`src/rtl/wb_regfile_stage_pkg.sv`:
```
// Shared definitions for the write-back stage: SP op codes, register indices and defaults.
package wb_regfile_stage_pkg;

  localparam int unsigned DATA_W_DEFAULT   = 8;
  localparam int unsigned CNT_W_DEFAULT    = 16;
  localparam int unsigned NUM_REGS         = 4;
  localparam logic [7:0]  SP_RESET_DEFAULT = 8'hFF;
  localparam logic [1:0]  REG_SP           = 2'd3;

  typedef enum logic [1:0] {
    SP_HOLD = 2'b00,
    SP_INC  = 2'b01,
    SP_DEC  = 2'b10,
    SP_INIT = 2'b11
  } sp_op_e;

endpackage

```
`src/rtl/regfile_4x8.sv`:
```
// Four-entry register file: one write port, an SP update port on R3,
// two bypassed decode read ports and one raw (pre-edge) read port.
module regfile_4x8
  import wb_regfile_stage_pkg::*;
#(
  parameter int unsigned       DATA_W   = DATA_W_DEFAULT,
  parameter logic [DATA_W-1:0] SP_RESET = '1
) (
  input  logic              clk,
  input  logic              reset,
  input  logic              we,
  input  logic [1:0]        waddr,
  input  logic [DATA_W-1:0] wdata,
  input  logic              sp_we,
  input  logic [DATA_W-1:0] sp_wdata,
  input  logic [1:0]        rd_addr_a,
  input  logic [1:0]        rd_addr_b,
  input  logic [1:0]        raw_addr,
  output logic [DATA_W-1:0] rd_data_a,
  output logic [DATA_W-1:0] rd_data_b,
  output logic [DATA_W-1:0] raw_data,
  output logic [DATA_W-1:0] sp_value
);

  logic [DATA_W-1:0] mem [NUM_REGS];

  // Register write has priority over the SP port on R3; the top already masks sp_we on conflict.
  always_ff @(posedge clk or posedge reset) begin
    if (reset) begin
      for (int i = 0; i < NUM_REGS; i++) begin
        mem[i] <= (i == 3) ? SP_RESET : '0;
      end
    end else begin
      for (int i = 0; i < NUM_REGS; i++) begin
        if (we && (waddr == 2'(i))) begin
          mem[i] <= wdata;
        end else if ((i == 3) && sp_we) begin
          mem[i] <= sp_wdata;
        end
      end
    end
  end

  function automatic logic [DATA_W-1:0] bypass_read(input logic [1:0] addr);
    if (we && (addr == waddr)) begin
      return wdata;
    end else if ((addr == REG_SP) && sp_we) begin
      return sp_wdata;
    end
    return mem[addr];
  endfunction

  assign rd_data_a = bypass_read(rd_addr_a);
  assign rd_data_b = bypass_read(rd_addr_b);
  assign raw_data  = mem[raw_addr];
  assign sp_value  = mem[REG_SP];

endmodule

```
`src/rtl/wb_regfile_stage.sv`:
```
// Write-back stage: commits M/WB results, owns the stack pointer, output port,
// sticky halt flag and the retired-instruction counter.
module wb_regfile_stage
  import wb_regfile_stage_pkg::*;
#(
  parameter int unsigned       DATA_W   = DATA_W_DEFAULT,
  parameter logic [DATA_W-1:0] SP_RESET = DATA_W'(SP_RESET_DEFAULT),
  parameter int unsigned       CNT_W    = CNT_W_DEFAULT
) (
  input  logic              clk,
  input  logic              reset,
  input  logic [1:0]        in_ra,
  input  logic [1:0]        in_rb,
  input  logic              in_RW,
  input  logic [1:0]        in_SP,
  input  logic              in_SW1,
  input  logic              in_SW2,
  input  logic              in_out_ld,
  input  logic [DATA_W-1:0] in_DataOut,
  input  logic              in_Hlt,
  input  logic [DATA_W-1:0] in_port,
  input  logic [1:0]        rd_addr_a,
  input  logic [1:0]        rd_addr_b,
  output logic [DATA_W-1:0] rd_data_a,
  output logic [DATA_W-1:0] rd_data_b,
  output logic [DATA_W-1:0] sp_value,
  output logic [DATA_W-1:0] out_port,
  output logic              out_valid,
  output logic              halted,
  output logic [CNT_W-1:0]  retired_cnt
);

  sp_op_e            sp_op;
  logic              we;
  logic [1:0]        waddr;
  logic [DATA_W-1:0] wdata;
  logic              sp_we;
  logic [DATA_W-1:0] sp_next;
  logic [DATA_W-1:0] rb_old;
  logic              retire;

  assign sp_op = sp_op_e'(in_SP);
  assign we    = in_RW & ~halted;
  assign waddr = in_SW1 ? in_rb : in_ra;
  assign wdata = in_SW2 ? in_port : in_DataOut;
  // A register write to R3 in the same bundle overrides the SP op.
  assign sp_we = ~halted & (sp_op != SP_HOLD) & ~(we & (waddr == REG_SP));

  always_comb begin
    sp_next = sp_value;
    case (sp_op)
      SP_INC:  sp_next = sp_value + DATA_W'(1);
      SP_DEC:  sp_next = sp_value - DATA_W'(1);
      SP_INIT: sp_next = SP_RESET;
      default: sp_next = sp_value;
    endcase
  end

  assign retire = ~halted & (in_RW | (in_SP != 2'b00) | in_out_ld | in_Hlt);

  regfile_4x8 #(
    .DATA_W   (DATA_W),
    .SP_RESET (SP_RESET)
  ) u_regfile (
    .clk       (clk),
    .reset     (reset),
    .we        (we),
    .waddr     (waddr),
    .wdata     (wdata),
    .sp_we     (sp_we),
    .sp_wdata  (sp_next),
    .rd_addr_a (rd_addr_a),
    .rd_addr_b (rd_addr_b),
    .raw_addr  (in_rb),
    .rd_data_a (rd_data_a),
    .rd_data_b (rd_data_b),
    .raw_data  (rb_old),
    .sp_value  (sp_value)
  );

  // Output port, halt flag and saturating retire counter.
  always_ff @(posedge clk or posedge reset) begin
    if (reset) begin
      out_port    <= '0;
      out_valid   <= 1'b0;
      halted      <= 1'b0;
      retired_cnt <= '0;
    end else begin
      out_valid <= in_out_ld & ~halted;
      if (in_out_ld && !halted) begin
        out_port <= rb_old;
      end
      if (in_Hlt) begin
        halted <= 1'b1;
      end
      if (retire && (retired_cnt != '1)) begin
        retired_cnt <= retired_cnt + CNT_W'(1);
      end
    end
  end

endmodule

```
`config.mk`:
```
export PLATFORM = sky130hd
export DESIGN_NAME = wb_regfile_stage
export DESIGN_NICKNAME = d
export VERILOG_FILES = /design/src/rtl/wb_regfile_stage_pkg.sv /design/src/rtl/regfile_4x8.sv /design/src/rtl/wb_regfile_stage.sv
export SDC_FILE = /design/constraint.sdc
export NUM_CORES = 1
export LEC_CHECK = 0
export CAP_MARGIN = 15
export CORE_UTILIZATION = 47
export DETAILED_ROUTE_END_ITERATION = 16
export PLACE_DENSITY = 0.86
export SETUP_SLACK_MARGIN = 0.15
export SLEW_MARGIN = 20
export SYNTH_ARGS = -nofsm -noshare
export SYNTH_HDL_FRONTEND = slang
export SYNTH_SLANG_ARGS = --single-unit
```
`constraint.sdc`:
```
create_clock -name clk -period 3.1 [get_ports clk]
set_input_delay 0.31 -clock clk [delete_from_list [all_inputs] [get_ports clk]]
set_output_delay 0.31 -clock clk [all_outputs]
set_load 0.01 [all_outputs]
```
==> results.txt, run 1 <==
- IR drop worst, VDD: approximately 0.24 mV
* Placer congestion estimate: 0.890
- Of the available clock period, the critical path in the final layout requires 1.05.
* Clock sink total: between 50 and 60
- List of cells traversed by the critical path: xor2_2 > ha_2 > o21a_1 > o221ai_2 > mux2_4 > a311o_1 > a31o_1 > a221o_1 > buf_2
- For this run, the slowest stage of the critical path takes 570 ps.
- Number of buffers added by the clock tree synthesis step: 9
- Post-route cell area: between 5000 and 6000 sq um
- The tightest min-delay check is of the primary input to asynchronous set/reset pin type.
- Share of cells above drive strength 1: 0.353
* Synth warnings: 0
- The worst setup path is launched from a register.
* Master cell of the clock root buffer: sky130_fd_sc_hd__clkbuf_8
- The clock reaches the later pin of the worst-skew pair after about 340 ps.
- Pin placement for this block handled between 80 and 90 I/O pins.
- Hold Vio Cnt, Final: 0
- Placeable core area: 8340 sq um
* Leakage power total: 2.53 nW
* Die X-Extent: 95.3 microns
* Placed Instances: between 600 and 700
- Post-synth top flop: sky130_fd_sc_hd__dfrtp_1
* Gate count of the mapped netlist: between 300 and 400
- The critical path is of the register to primary output type.
- In this run, the number of DRC markers left after iteration 0 of detailed routing was 353.
- Finished Layout Cells: about 640
* Minimum clock period after layout: 3260 ps
* Final number of max-transition violations: 0
- Setup violations remaining at the end of the flow were counted as 2.
- DIE HEIGHT: between 90 and 100 microns
- Routed via count: 4036
* Die Area: 9080 sq um
- In this run, distinct cell masters in the synthesized netlist total 61.
* Clock H-tree levels: 3
- In this run, synthesis inferred 0 flip-flops with an integrated enable.
- Longest Clk Path Bufs: 2
* Measured slew at the worst slew-check pin: between 800 and 900 ps
* Mapped cell area: around 4100 sq um
* Area growth from synthesis to final layout: 41.9%
* Share of async-settable or async-resettable flops after synthesis: 1.00
* Max stage delay cell, worst path: sky130_fd_sc_hd__dfstp_2
- Power per cell area: 468 nW/um^2
- Post-place setup slack: -741 ps
- Global-route wire length before repair: 20500 microns
- Input and output buffers added on the ports amount to approximately 80.
* Violations in the final reports: setup timing
- Post-layout net count: 570
* Upper clock frequency limit: 0.307 GHz
- Entering global routing, the biggest net connects 32 pins.
- After detailed routing, the number of vias per cell comes to around 6.3.
- After floorplanning, the core was divided into 33 placement rows.
- Antenna violations before repair: 0
- Worst-path clk slew: ~70 ps
* Sequential fraction of the synthesis area: 0.357
- After layout, the worst setup slack is -163 ps.
- Averaged over all synthesized cells, the footprint is roughly 10 sq um.
* Routed WL per cell: around 21 microns
* Type of element capturing the critical path: primary output
* Critical-path maximum fanout: 3
- Remaining antenna violation count after routing: 0
- Total Routed Length: about 14000 microns
- Overflow left after global routing: 0
- For the final database, setup skew stands at a little under 10 ps.
- Relative slew margins: 0.430
- The initial utilization of the core area, before any placement, comes to 0.491.
* All-layer global routing usage: 0.302
- The design draws between 0.002 and 0.003 W.
* Post-synthesis net count: between 400 and 500
- Required time of the critical path: about 2800 ps
- Number of global-route vias before repair: 4200
- Number of synthesized register bits: between 50 and 60
- # fillers: roughly 570
- TritonCTS built the clock tree.
- N_diodes: 0
- Worst Path Arrival: about 3000 ps
- The wire-length estimate of the detail-placed layout is 9110 microns.
- RSZ-0062 raised after global routing: yes
* Placed Instance Area: ~5300 sq um
* Result of the run: complete, but fails checks
- First-pass detailed-route iteration total: 5
- DRC violations left: 0
- The number of cells on the worst reg-to-reg path is 10.
- The tool flagged a number of max-cap violations equal to 0.
-- cells in the final DEF (no fill, tap or decap), types with 3 or more instances in the layout --
cell type,instances
sky130_fd_sc_hd__buf_4,68
sky130_fd_sc_hd__clkdlybuf4s50_1,66
sky130_fd_sc_hd__dfrtp_1,50
sky130_fd_sc_hd__nand2_1,42
sky130_fd_sc_hd__nor2_1,27
sky130_fd_sc_hd__mux4_2,24
sky130_fd_sc_hd__a21oi_1,18
sky130_fd_sc_hd__xnor2_1,12
sky130_fd_sc_hd__inv_1,11
sky130_fd_sc_hd__o21ai_0,10
sky130_fd_sc_hd__o221ai_1,10
sky130_fd_sc_hd__clkbuf_8,10
sky130_fd_sc_hd__buf_2,10
sky130_fd_sc_hd__mux2i_1,9
sky130_fd_sc_hd__o21ai_1,8
sky130_fd_sc_hd__nor3_1,8
sky130_fd_sc_hd__xor2_1,8
sky130_fd_sc_hd__mux2_2,8
sky130_fd_sc_hd__dfstp_2,8
sky130_fd_sc_hd__nand3_1,6
sky130_fd_sc_hd__o221ai_2,5
sky130_fd_sc_hd__or3_1,4
sky130_fd_sc_hd__a211oi_1,4
sky130_fd_sc_hd__a21oi_2,4
sky130_fd_sc_hd__and2_1,4
sky130_fd_sc_hd__nand4_1,4
sky130_fd_sc_hd__ha_1,4
sky130_fd_sc_hd__inv_2,3
sky130_fd_sc_hd__a21o_1,3
sky130_fd_sc_hd__nor2b_1,3
sky130_fd_sc_hd__a2111oi_4,3
sky130_fd_sc_hd__and3_1,3
sky130_fd_sc_hd__a31oi_1,3
sky130_fd_sc_hd__nor2_2,3
sky130_fd_sc_hd__ha_4,3
sky130_fd_sc_hd__dlygate4sd2_1,3
-- state kept, by name, summed over array words and instances, names as in the netlist --
signal / count
retired_cnt: 16
u_regfile.sp_value: 8
out_port: 8
out_valid: 1
halted: 1
u_regfile.mem: 24
-- per-layer routing --
| layer | vias to the layer above | wire [microns] | global-route usage |
|---|---|---|---|
| li1 | 1734 | - | - |
| met1 | 1939 | 4790 | 0.333 |
| met2 | 284 | 6720 | 0.504 |
| met3 | 79 | 1430 | 0.105 |
| met4 | 0 | 650 | 0.173 |
| met5 | - | 0 | 0 |
-- cells by family after synthesis --
group                    Yosys count  synth area share
multiplexers                      47             0.198
buffers and inverters             50            0.0621
XOR/XNOR                          22            0.0471
AND/OR/NAND/NOR                  120             0.145
adder cells (fa/ha/maj)            9            0.0275
flip-flops                        58             0.357
AO/OA/AOI/OAI                     93             0.164
-- Yosys cell counts (all sizes together) (13+ instances only) --
| cell | count | area (sq um) |
|---|---|---|
| xnor2 | 13 | 114 |
| dfrtp | 50 | 1250 |
| clkbuf | 13 | 48.8 |
| inv | 14 | 52.6 |
| mux4 | 24 | 541 |
| nor2 | 30 | 113 |
| mux2i | 13 | 155 |
| nand2 | 42 | 158 |
| o21ai | 18 | 90.1 |
| buf | 23 | 153 |
| o221ai | 15 | 138 |
| a21oi | 23 | 119 |
-- per-stage QoR --
stage / TNS [ps] / hold slack [ps] / utilization
2_1_floorplan: 0 / 419 / -
3_3_place_gp: -5530 / 490 / 0.637
3_5_place_dp: -6380 / 489 / 0.637
4_1_cts: -322 / 372 / 0.674
5_1_grt: -696 / 414 / 0.696
6_report: -299 / 362 / 0.696
-- area by class of cell --
class	count	area, sq um	share of cell area
repair buffers	154	1330	0.229
well taps	105	131	0.0226
multi-input cells	291	2610	0.450
clock inverters	5	77.6	0.0134
flip-flops and latches	58	1460	0.252
inverters	14	52.6	0.00905
clock buffers	11	141	0.0243
-- worst paths after layout --
kind / from / end / slack (ps)
worst max-delay path: u_regfile.sp_value[1]$_DFFE_PP1P_ / rd_data_b[4] / -160
worst min-delay path: reset / retired_cnt[8]$_DFFE_PP0P_ / 360
worst max register to register: u_regfile.sp_value[1]$_DFFE_PP1P_ / u_regfile.sp_value[4]$_DFFE_PP1P_ / 440
worst min register to register: retired_cnt[14]$_DFFE_PP0P_ / retired_cnt[14]$_DFFE_PP0P_ / 500
max in group asynchronous: reset / out_port[6]$_DFFE_PP0P_ / 2130
min in group clk: retired_cnt[14]$_DFFE_PP0P_ / retired_cnt[14]$_DFFE_PP0P_ / 500
-- critical path, delay by kind of cell, from the launching register on --
family / cells / cell delay (ps)
buffers and inverters: 1 / 150
adders and majority gates: 1 / 180
muxes: 1 / 320
AOI/OAI and AO/OA: 5 / 1320
DFF: 1 / 570
xor gates and xnor gates: 1 / 70
-- where the power goes --
group	internal, W	total, W	switching, W
clock	0.000472	0.000781	0.000309
combinational	0.000542	0.00102	0.000473
sequential	0.000835	0.000922	0.0000874
-- what timing repair did --
item,CTS,global route
hold buffers,0,0
setup endpoints to repair,16,16
setup buffers,6,8
gates resized for setup,66,30
pin swaps,18,17
Power figures use the tool's default switching activity.
==> run 2, diff against run 1 <==
Settings changed: CELL_PAD_IN_SITES_DETAIL_PLACEMENT from default to 2, CELL_PAD_IN_SITES_GLOBAL_PLACEMENT from default to 2, CORE_UTILIZATION 47 to 30, PLACE_DENSITY 0.86 to 0.87.
==> run 2 against run 1 <==
Global-route usage down 4.5 points. Utilization down 24 points. Combinational power increased by 6%. Critical path type unchanged. The flow still finishes with violations (setup timing). Sequential power rose by 1%. Die area rose by 55%. Largest cell class unchanged.
==> results.txt, run 2 (synthesis results as in run 1) <==
* Required time of the critical path: between 2000 and 3000 ps
* Drt first-iter violations: 233
- Worst min-delay path category: primary input to asynchronous set/reset pin
- Setup repair after global routing could not meet its margin everywhere.
* Global-route wire length before repair: roughly 27000 microns
* List of cells traversed by the critical path: xor2_2 > ha_2 > a21boi_2 > o221ai_2 > buf_4 > buf_6 > a21oi_4 > nor2_4 > a2111oi_4 > buf_4 > buf_6 > o221ai_4 > buf_6
* Die X-Extent: between 100 and 150 microns
- At the pin with the least slew margin, the transition time is 641 ps.
- In the layout the commonest cells are sky130_fd_sc_hd__buf_4, sky130_fd_sc_hd__clkdlybuf4s50_1, sky130_fd_sc_hd__dfrtp_1.
* IR drop worst, VDD: between 0.2 and 0.3 mV
- Excluding fillers, the count of instances in the completed layout stands at 719.
- Hold Vio Cnt, Final: 0
- After global routing the overflow that remains totals 0.
- The library cell used most frequently in the layout, excluding fill and tap cells, is sky130_fd_sc_hd__buf_4.
* # fillers: 1329
- The count of buffers added on input and output ports is 82.
* Post-DP HPWL: around 12000 microns
- The floorplan step defined a die boundary enclosing ~14000 sq um.
* DIE HEIGHT: about 120 microns
* Setup crit start kind: register
- Crit Path Class: register to primary output
* Antenna violations before repair: 0
- Upper clock frequency limit: between 0.2 and 0.3 GHz
* Combinational share of power: 0.353
- Master cell of the clock root buffer: sky130_fd_sc_hd__clkbuf_16
- CTS tree: yes
* Biggest registers after layout: u_regfile.mem: 24 flops, retired_cnt: 16 flops
- Number of buffers added by the clock tree synthesis step: 9
- Number of global-route vias before repair: between 4000 and 5000
- Routed WL per cell: between 20 and 30 microns
- Measured against its own limit, the worst slew margin works out to 0.572.
* Post-layout net count: between 500 and 600
* Longest individual stage delay on the worst path: roughly 580 ps
- N_diodes: 0
* Placeable core area: approximately 13000 sq um
- The routed design has approximately 18000 microns of wire.
- The detailed router placed 4043 vias in this run.
- Before antenna repair, the detailed router went through 4 iterations.
- The area growth from synthesis to layout is 49.0%.
- Violations in the final reports: setup timing
- The internal portion of the total power is approximately 0.0020 W.
- Max-cap violations in this run came to 0.
- CTS built an H-tree with a depth of 3.
- At the end of routability-driven placement, the weighted congestion stood at between 0.8 and 0.9.
- Longest Clk Path Bufs: 2
* Fraction of power consumed by sequential logic: 0.306
* Post-route fraction of the period consumed by the critical path: 1.08
- Power per cell area: ~500 nW/um^2
- Critical-path maximum fanout: 3
* Leakage power total: about 2.6 nW
* Minimum clock period after layout: between 3000 and 4000 ps
* Number of cells on the worst reg-to-reg path: 10
* Clock network latency to the later pin of the worst-skew pair: between 300 and 400 ps
* Max stage delay cell, worst path: sky130_fd_sc_hd__dfstp_2
* Worst Skew: around 8.8 ps
* Worst Path Arrival: between 3000 and 4000 ps
- Net switching share of the total power: 0.337
- Crit Reg-Reg Startpoint: u_regfile.sp_value[1]$_DFFE_PP1P_
* Worst reg2reg setup slack: 380 ps
* Routed via count divided by cell count: 5.62
- For this configuration, the core starts out at a cell density of 0.308.
- The clock net in this run drives a total of 58 sinks.
- The share of total power dissipated in the clock network is 0.340.
* Num ports: 83
- DRC violations left: 0
- Share of cells above drive strength 1: 0.368
- Worst-path clk slew: roughly 60 ps
- Setup violations remaining at the end of the flow were counted as 5.
- Once routing completed, OpenROAD measured the worst setup slack at -258 ps.
* Cell with the most instances on the worst path: sky130_fd_sc_hd__buf_6
* All-layer global routing usage: 0.257
- Largest net degree at the start of global routing: 33
- In this run the remaining antenna-violating nets after routing total 0.
- u_regfile.mem holds more flip-flops than any other register.
- Switching power of the nets: a little over 0.001 W
* Final number of max-transition violations: 0
* Type of element capturing the critical path: primary output
- After clock tree synthesis, the flow added hold-fix buffers numbering 0.
- Standard-cell row count: 42
* Result of the run: complete, but fails checks
- OpenSTA, run right after detailed placement, puts the worst setup slack at -777 ps.
- Counting tap cells, the placed design contains a total of ~700 instances.
- The register with the most flip-flops in the layout has 24 of them.
- Endpoint of the worst-slack reg-to-reg timing path: u_regfile.sp_value[7]$_DFFE_PP1P_
run 2: layer usage:
layer	track usage	wire (microns)
met3	0.0565	927
met2	0.466	9560
met5	0	0
met1	0.273	6750
met4	0.146	860
run 2: how the worst max path moves through the flow:
stage / to / from / slack, ps / cells past startpoint
6_report: rd_data_a[6] / u_regfile.sp_value[1]$_DFFE_PP1P_ / -260 / 13
5_1_grt: rd_data_a[6] / u_regfile.sp_value[1]$_DFFE_PP1P_ / -360 / 13
4_1_cts: rd_data_b[4] / u_regfile.sp_value[1]$_DFFE_PP1P_ / -230 / 9
3_5_place_dp: rd_data_a[4] / in_SP[0] / -780 / 12
3_3_place_gp: rd_data_a[4] / in_SP[0] / -710 / 12
2_1_floorplan: rd_data_a[4] / in_SP[0] / 170 / 11
run 2: power groups by stage:
stage                     clock network (W)  registers [W]  logic, W
final                               0.00104       0.000933   0.00108
after global routing                0.00109       0.000940   0.00114
after CTS                           0.00105       0.000928  0.000964
after detailed placement                  0       0.000936  0.000878
after global placement                    0       0.000923  0.000832
after floorplan                           0       0.000902  0.000489
run 2: repair_timing:
action,in CTS,in global routing
setup endpoints to repair,16,16
buffers inserted,10,11
pin swaps,13,17
resized for setup,69,41
run 2: critical path, delay by kind of cell, from the launching register on:
family / cells / cell delay [ps]
DFF: 1 / 580
buffers and inverters: 5 / 690
AOI/OAI and AO/OA: 5 / 990
adders and majority gates: 1 / 210
and+or+nand+nor: 1 / 80
xor gates and xnor gates: 1 / 140
run 2: cell type report:
class | instances | area (sq um) | area share
clock buffers | 9 | 225 | 0.0370
well taps | 176 | 220 | 0.0361
inverters | 14 | 52.6 | 0.00862
flip-flops and latches | 58 | 1460 | 0.240
clock inverters | 7 | 77.6 | 0.0127
multi-input cells | 291 | 2630 | 0.432
repair buffers | 164 | 1420 | 0.234
run 2: per-stage QoR:
| stage | total power (W) | area (sq um) | setup TNS (ps) | util | hold WS, ps |
|---|---|---|---|---|---|
| finish | 0.00305 | 6090 | -947 | 0.458 | 368 |
| global route | 0.00316 | 6090 | -1450 | 0.458 | 422 |
| CTS | 0.00294 | 5910 | -914 | 0.445 | 381 |
| detailed placement | 0.00181 | 5420 | -8570 | 0.408 | 503 |
| global placement | 0.00175 | 5420 | -6850 | 0.408 | 493 |
| floorplan | 0.00139 | 4120 | 0 | - | 419 |
==> run 3, diff against run 2 <==
Settings changed: RECOVER_POWER from default to 50.
==> run 3 against run 2 <==
The run still ends with setup timing left. Non-clock buffer count unchanged. Sequential share of layout area up 0.17 points. Final cell count unchanged. Total power down 0.24%. Via count up 0.32%. Utilization down 0.32 points. Critical path depth unchanged. Routed wire length about the same. Combinational power about the same. Critical path type unchanged. Highest routed layer unchanged.
==> results.txt, run 3 (synthesis results as in run 1) <==
* Critical-path maximum fanout: 3
* Remaining antenna violation count after routing: 0
* RSZ-0062 raised after global routing: yes
- Cell with the most instances on the worst path: sky130_fd_sc_hd__buf_6
* Post-route fraction of the period consumed by the critical path: 1.09
* Area growth from synthesis to final layout: 47.9%
* Hold wc startpoint: out_port[4]$_DFFE_PP0P_
- Routability-driven placement finished with a final weighted congestion of ~0.85.
- Traced cell by cell, the critical path runs through xor2_2 > ha_2 > a21boi_2 > o221ai_2 > buf_4 > buf_6 > a21oi_4 > nor2_4 > a2111oi_4 > buf_4 > buf_6 > o221ai_4 > buf_6.
* Standard-cell row count: 42
- Worst Slack Setup Final: -267 ps
* Clock H-tree levels: 3
* Leading cell type in the layout, fill and taps excluded: sky130_fd_sc_hd__buf_4
- Max cap viols: 0
- Hold-fix buffer count after cts: 0
- Entering global routing, the biggest net connects 33 pins.
- The worst pin sits at a relative slew slack of 0.262.
- CTS tree: yes
- Master cell of the clock root buffer: sky130_fd_sc_hd__clkbuf_16
- Number of buffers added by the clock tree synthesis step: 9
- Crit Path Class: register to primary output
- Longest individual stage delay on the worst path: between 500 and 600 ps
- Worst min-delay path category: register to register
- Post-DP HPWL: ~12000 microns
- Placeable core area: between 10000 and 15000 sq um
- Placed Instances: 682
- Across the routed clock network, the largest skew measured is between 8 and 9 ps.
- Total Routed Length: between 15000 and 20000 microns
* Violations in the final reports: setup timing
* Result of the run: complete, but fails checks
- DRC violations left: 0
* Worst Path Arrival: ~3100 ps
- Timing would allow up to approximately 0.3 GHz.
- The max-slew violation count was 0.
* Setup-violating endpoint count in the final report: 5
- After the flow finishes, the layout carries non-filler instances totaling 719.
- Max stage delay cell, worst path: sky130_fd_sc_hd__dfstp_2
* Clock network latency to the later pin of the worst-skew pair: about 350 ps
- For this design, the sink count on the clock tree is 58.
* Leakage power total: 2.64 nW
* Antenna violations before repair: 0
- Minimum clock period after layout: 3370 ps
- Worst path buffer plus inverter count: 5
- The first routing iteration left between 200 and 250 violations.
- Measured slew at the worst slew-check pin: between 1000 and 1500 ps
* Share of cells above drive strength 1: 0.357
- The floorplan step defined a die boundary enclosing between 10000 and 15000 sq um.
- Dividing the detail-routed via count by the number of cells gives ~5.6.
* Overflow left after global routing: 0
* First-pass detailed-route iteration total: 4
- In this run the critical register-to-register path is launched from u_regfile.sp_value[1]$_DFFE_PP1P_.
- Fin util: 0.455
- Type of element capturing the critical path: primary output
* Flip-flop count of the largest register, all copies and words added: 24
- Longest Clk Path Bufs: 2
* Number of global-route vias before repair: approximately 4700
- The initial utilization of the core area, before any placement, comes to 0.308.
* Reg with most FFs: u_regfile.mem
* Die X-Extent: 119 microns
- The detailed router placed between 4000 and 5000 vias in this run.
- In the final routed layout, each cell accounts on average for ~25 microns.
- The largest registers in the layout are u_regfile.mem: 24 flops, retired_cnt: 16 flops.
- Num ports: 83
* Number of buffer cells added on primary ports: 82
- Hold Vio Cnt, Final: 0
- Power spread over the standard cell area amounts to 502 nW/um^2.
- Global-route wire length before repair: ~27000 microns
- Across the VDD grid, the largest voltage drop is 0.254 mV.
- Clock-pin slew was measured on the worst setup and hold paths at around 60 ps.
- The worst setup path is launched from a register.
- Data on the critical path is required at its endpoint by 2790 ps.
- Leaving out fill and tap cells, the most frequent cells in the layout are sky130_fd_sc_hd__buf_4, sky130_fd_sc_hd__clkdlybuf4s50_1, sky130_fd_sc_hd__dfrtp_1.
- CP delay by family, top: compound AO/OA/AOI/OAI gates
- Post-layout net count: 580
* Crit. Startpoint: u_regfile.sp_value[1]$_DFFE_PP1P_
* All-layer global routing usage: 0.257
* N_diodes: 0
* DIE HEIGHT: roughly 120 microns
[run 3: cell count changes in the layout (fill, tap and decap cells not counted)]
cell,change
sky130_fd_sc_hd__mux2i_4,-1
sky130_fd_sc_hd__inv_1,+1
sky130_fd_sc_hd__clkbuf_2,+1
sky130_fd_sc_hd__clkbuf_1,+4
sky130_fd_sc_hd__mux2i_1,+1
sky130_fd_sc_hd__buf_4,-4
sky130_fd_sc_hd__buf_12,-1
sky130_fd_sc_hd__inv_2,-1
sky130_fd_sc_hd__clkdlybuf4s50_1,-11
sky130_fd_sc_hd__dlygate4sd3_1,+11
[run 3: metrics by stage]
stage / TNS, ps / cell area [sq um] / total power (W) / setup WS (ps) / hold WS [ps]
after floorplan: 0 / 4120 / 0.00139 / 167 / 419
after global placement: -6850 / 5420 / 0.00175 / -707 / 493
after detailed placement: -8570 / 5420 / 0.00181 / -777 / 503
after CTS: -914 / 5910 / 0.00294 / -225 / 381
after global routing: -1450 / 6050 / 0.00316 / -360 / 524
final: -963 / 6050 / 0.00304 / -267 / 509
[run 3: layout make-up]
cell class | instances | area, sq um
fillers | 1340 | 7240
multi-input cells | 291 | 2620
flip-flops and latches | 58 | 1460
repair buffers | 164 | 1390
clock buffers | 9 | 225
well taps | 176 | 220
clock inverters | 7 | 77.6
inverters | 14 | 52.6
[run 3: final timing paths]
check | slack (ps) | cells past startpoint | to
worst max-delay path | -270 | 13 | rd_data_a[6]
worst max register to register | 380 | 10 | u_regfile.sp_value[7]$_DFFE_PP1P_
worst min-delay path | 510 | 1 | out_port[4]$_DFFE_PP0P_
min in group asynchronous | 680 | 2 | u_regfile.mem[17]$_DFFE_PP0P_
worst min register to register | 510 | 1 | out_port[4]$_DFFE_PP0P_
max in group asynchronous | 990 | 3 | u_regfile.mem[20]$_DFFE_PP0P_
[run 3: where the power goes]
part / internal [W] / total [W] / switching [W]
Combinational: 0.000550 / 0.00107 / 0.000518
Clock: 0.000626 / 0.00104 / 0.000414
Sequential: 0.000836 / 0.000932 / 0.0000964
[run 3: what timing repair did]
| action | CTS | global route |
|---|---|---|
| pin swaps | 13 | 17 |
| buffers inserted | 10 | 11 |
| gates resized for setup | 69 | 41 |
| setup endpoints to repair | 16 | 16 |
| gates cloned | 0 | 0 |
[run 3: layer usage]
layer | global-route usage | part of all wire | vias to the layer above
met5 | 0 | 0 | -
met4 | 0.146 | 0.049 | 0
met3 | 0.0565 | 0.049 | 57
met2 | 0.466 | 0.53 | 149
met1 | 0.273 | 0.37 | 2098
li1 | - | - | 1752
